==> config.mk <==
export PLATFORM = sky130hd
export DESIGN_NAME = fetch_queue
export DESIGN_NICKNAME = d
export VERILOG_FILES = /design/src/rtl/fetch_queue.sv
export SDC_FILE = /design/constraint.sdc
export NUM_CORES = 1
export LEC_CHECK = 0
export ABC_AREA = 1
export CAP_MARGIN = 40
export CORE_MARGIN = 3
export CORE_UTILIZATION = 50
export DETAILED_ROUTE_END_ITERATION = 10
export PLACE_DENSITY = 0.82
export SETUP_SLACK_MARGIN = 0.2
export SKIP_CTS_REPAIR_TIMING = 1
export SLEW_MARGIN = 20
export SYNTH_ARGS = -nofsm -noshare
export SYNTH_HDL_FRONTEND = slang
export SYNTH_SLANG_ARGS = --single-unit
export TNS_END_PERCENT = 1
==> constraint.sdc <==
create_clock -name i_clk -period 4.1 [get_ports i_clk]
set_input_delay 0.615 -clock i_clk [delete_from_list [all_inputs] [get_ports i_clk]]
set_output_delay 0.615 -clock i_clk [all_outputs]
set_load 0.005 [all_outputs]
==> src/rtl/fetch_queue.sv <==
// Fetch-to-decode instruction queue: circular buffer of {pc, instr, pred}
// entries with registered occupancy, one-cycle push-to-visible latency and flush.
module fetch_queue #(
  parameter int DEPTH = 4,
  parameter int XLEN  = 32
) (
  input  logic                     i_clk,
  input  logic                     i_rst,
  input  logic                     i_vld,
  input  logic [XLEN-1:0]          i_pc,
  input  logic [XLEN-1:0]          i_instr,
  input  logic                     i_pred,
  output logic                     o_rdy,
  output logic                     o_vld,
  output logic [XLEN-1:0]          o_pc_D,
  output logic [XLEN-1:0]          o_pc_four_D,
  output logic [XLEN-1:0]          o_instr_D,
  output logic                     o_pred_D,
  input  logic                     StallD,
  input  logic                     FlushD,
  output logic [$clog2(DEPTH):0]   o_count
);

  localparam int AW = $clog2(DEPTH);
  localparam int CW = AW + 1;
  localparam logic [XLEN-1:0] NOP = XLEN'(32'h0000_0013);

  typedef struct packed {
    logic [XLEN-1:0] pc;
    logic [XLEN-1:0] instr;
    logic            pred;
  } entry_t;

  entry_t          mem_q [DEPTH];
  entry_t          head;
  logic [AW-1:0]   wp_q, wp_d, rp_q, rp_d;
  logic [CW-1:0]   cnt_q, cnt_d;
  logic            push, pop;

  always_comb begin
    // Ready depends only on the registered count, never on this cycle's pop.
    o_rdy = (cnt_q != CW'(DEPTH));
    o_vld = (cnt_q != '0);
    push  = i_vld && o_rdy && !FlushD;
    pop   = o_vld && !StallD && !FlushD;
    wp_d  = wp_q;
    rp_d  = rp_q;
    cnt_d = cnt_q;
    if (FlushD) begin
      wp_d  = '0;
      rp_d  = '0;
      cnt_d = '0;
    end else begin
      if (push) wp_d = wp_q + AW'(1);
      if (pop)  rp_d = rp_q + AW'(1);
      case ({push, pop})
        2'b10:   cnt_d = cnt_q + CW'(1);
        2'b01:   cnt_d = cnt_q - CW'(1);
        default: cnt_d = cnt_q;
      endcase
    end
  end

  always_ff @(posedge i_clk) begin
    if (i_rst) begin
      wp_q  <= '0;
      rp_q  <= '0;
      cnt_q <= '0;
    end else begin
      wp_q  <= wp_d;
      rp_q  <= rp_d;
      cnt_q <= cnt_d;
    end
  end

  // Storage is deliberately not reset; occupancy alone decides what is live.
  always_ff @(posedge i_clk) begin
    if (push && !i_rst) mem_q[wp_q] <= '{pc: i_pc, instr: i_instr, pred: i_pred};
  end

  always_comb begin
    head = mem_q[rp_q];
    if (o_vld) begin
      o_pc_D    = head.pc;
      o_instr_D = head.instr;
      o_pred_D  = head.pred;
    end else begin
      o_pc_D    = '0;
      o_instr_D = NOP;
      o_pred_D  = 1'b0;
    end
    o_pc_four_D = o_pc_D + XLEN'(4);
    o_count     = cnt_q;
  end

endmodule

==> key figures <==
Power
  • Sw power: between 1000 and 1500 uW
  • Seq pwr share: 51.3%
  • Clk pwr share: 41.8%
  • Comb pwr share: 6.8%
  • VDD IR max: 0.350 mV
  • Power per standard cell area: 391 nW/um2
  • Internal: between 4000 and 5000 uW
  • Leakage: 0.00553 uW
  • Sw Share: between 20% and 30%

Min path
  • Worst hold path type: reg2reg

Synthesis
  • Main flop type after synthesis: edfxtp_1
  • Synth Instances: 1163
  • Area contributors post-synth: edfxtp_1, nand2_1, nor2_1, o21ai_0, nand3_1
  • Post-Synthesis Net Count: 1240
  • Post-synth top area share: 63.8%
  • Async S/R FF share, synth: 0%
  • Yosys top cell by area: edfxtp_1
  • Yosys reg bits: roughly 270
  • Sequential share of the synthesized area: between 60% and 70%
  • Number of enable flip-flop cells after synthesis: 260
  • Synth Cell Area: 12200 um2
  • Post-Syn Area per Cell: 10.5 um2
  • Count of cell types in the netlist: 34
  • Syn. warnings: 0

Cells and area
  • Post-layout util: 64.0%
  • Most common cell after layout, fill and taps aside: nand2_1
  • Layout cell share with drive strength beyond 1: 10.5%
  • Fillers: between 1500 and 2000
  • Register area: 7990 um2
  • Synth-to-Final Area Change: 24.3%
  • Multi-input logic area: around 3600 um2
  • Fin nets: 1409
  • Commonest cells after routing, fill and taps aside: nand2_1, edfxtp_1, nor2_1

Drt
  • Drt wl/cell: between 15 and 20 um
  • Initial DRC count: around 840
  • Number of remaining DRC errors: 0
  • Drt total wl: roughly 29 mm
  • Via/cell ratio: 5.32
  • ANT nets after route: 0
  • DRT Pass-1 Iters: 5
  • Routed vias: ~9000

Timing
  • Clk_skew: 18.9 ps
  • Fmax: 269 MHz
  • Setup violators final: 0
  • RSZ-0062 raised after global routing: yes
  • Tmin final: 3710 ps
  • Fin. max-slew vios: 0
  • Fin crit share: 90.6%
  • Worst Tran Pin Value: between 600 and 700 ps
  • Relative slew slack: 55.7%
  • Setup TNS Final: 0 ps
  • Final Hold Viols: 0

Clock tree
  • # clock sinks: 269
  • CTS Root Cell: clkbuf_16
  • Reg clk slew, reported paths: roughly 60 ps
  • Level count of the clock H-tree: 1
  • Max clock buf depth: 3
  • Worst skew pair latency: about 550 ps
  • Total CTS buffers: 28
  • TritonCTS clock tree: done

Global routing
  • Overflow after GRT: 0
  • Gr usage total: 21.6%
  • Largest net degree at the start of global routing: 76
  • Initial antenna violation count: 2
  • First-pass GRT wire length: 45.3 mm
  • Vias in the first global route: around 8700

Critical path
  • CP Class: reg2out
  • Setup crit start kind: flip-flop
  • CP Data Required Time: 3480 ps
  • Crit path DAT: 3100 ps
  • Worst setup EP type: primary output
  • CP Max Fanout: 42

Die
  • Core box area: 23800 um2
  • Chip width: 162 um
  • Die Footprint: roughly 26000 um2
  • Initial Util: between 50% and 60%
  • Die Y-Extent: 162 um
  • Io pins: 172
  • Row count: between 50 and 60

Place
  • IO buf count: 171
  • HPWL Detailed: between 15 and 20 mm
  • Gpl congestion: between 0.9 and 1

Outcome
  • Status: finished clean

Flow run
  • Max-cap violations: 0
final timing paths:
kind	from	endpoint	slack, ps	depth (start not counted)
worst min-delay path	rp_q[1]	flip-flop	470	2
worst min register to register	rp_q[1]	flip-flop	470	2
worst max-delay path	flip-flop	o_pc_four_D[20]	390	13
worst max register to register	o_count[1]	o_count[2]	1340	12
worst max-delay path: stages (launching register included):
cell             delay, ps
dfxtp_2                370
buf_6                  360
nand2_1                100
nand2_1                150
nand2_1                110
inv_1                   90
ha_1                   250
nand3_4                130
nor2_4                 170
nand2_2                110
nor2_1                 100
nand2_1                 50
nand2_1                 60
clkdlybuf4s50_1        490
routing by layer:
layer  global-route usage [%]  up-vias  routed length (um)
li1                         -     4240                   -
met1                     28.3     4192               11900
met2                     35.9      397               13800
met3                     5.42       71                2790
met4                     6.40        2                 857
met5                        0        -                  13
layout make-up:
class,instances,share of cell area [%]
repair buffers,192,12.7
flip-flops and latches,269,52.6
diodes,1,0.0165
clock buffers,37,4.96
inverters,77,2.12
multi-input cells,764,23.9
well taps,319,2.63
clock inverters,15,1.08
sequential cells by signal, indices dropped and copies added, names as in the netlist, named ones only:
name     count
mem_q      260
wp_q         2
rp_q         2
o_count      3
synth_stat cells, types with 6 or more instances:
| cell | instances |
|---|---|
| nand2_2 | 12 |
| dfxtp_1 | 9 |
| o21ai_0 | 78 |
| buf_4 | 8 |
| a21oi_1 | 44 |
| nand3_1 | 70 |
| inv_1 | 65 |
| nor2_2 | 19 |
| clkbuf_1 | 13 |
| nand2_1 | 276 |
| buf_6 | 12 |
| nand4_1 | 7 |
| xor2_1 | 12 |
| ha_1 | 6 |
| edfxtp_1 | 260 |
| nor2_1 | 201 |
| inv_2 | 9 |
| buf_2 | 16 |
| nand3_2 | 8 |
| nor2_4 | 12 |
metrics by stage:
step	cells	setup WS [ps]	power, uW	area (um2)	hold slack [ps]
2_1_floorplan	1163	-162	3270	12200	442
3_3_place_gp	1610	699	3500	14200	454
3_5_place_dp	1610	622	3500	14200	464
4_1_cts	1662	55.1	5980	15100	471
5_1_grt	1674	192	6150	15200	499
6_report	1674	387	5950	15200	469
cell families (layout without fill, tap and decap cells):
family	count (synthesis)	after routing	share of synthesized area [%]
AOI/OAI and AO/OA	128	128	5.33
DFF	269	269	65.3
and+or+nand+nor	615	616	22.3
other	0	1	0
adders and majority gates	7	7	0.778
xor gates and xnor gates	13	13	0.931
buffers and inverters	131	321	5.36
power groups by stage:
| stage | sequential (uW) | combinational [uW] | clock [uW] |
|---|---|---|---|
| floorplan | 3110 | 160 | 0 |
| detailed placement | 3110 | 393 | 0 |
| global placement | 3110 | 385 | 0 |
| CTS | 3050 | 395 | 2530 |
| global route | 3050 | 442 | 2650 |
| finish | 3050 | 407 | 2490 |
(Power assumes the default switching activity.)
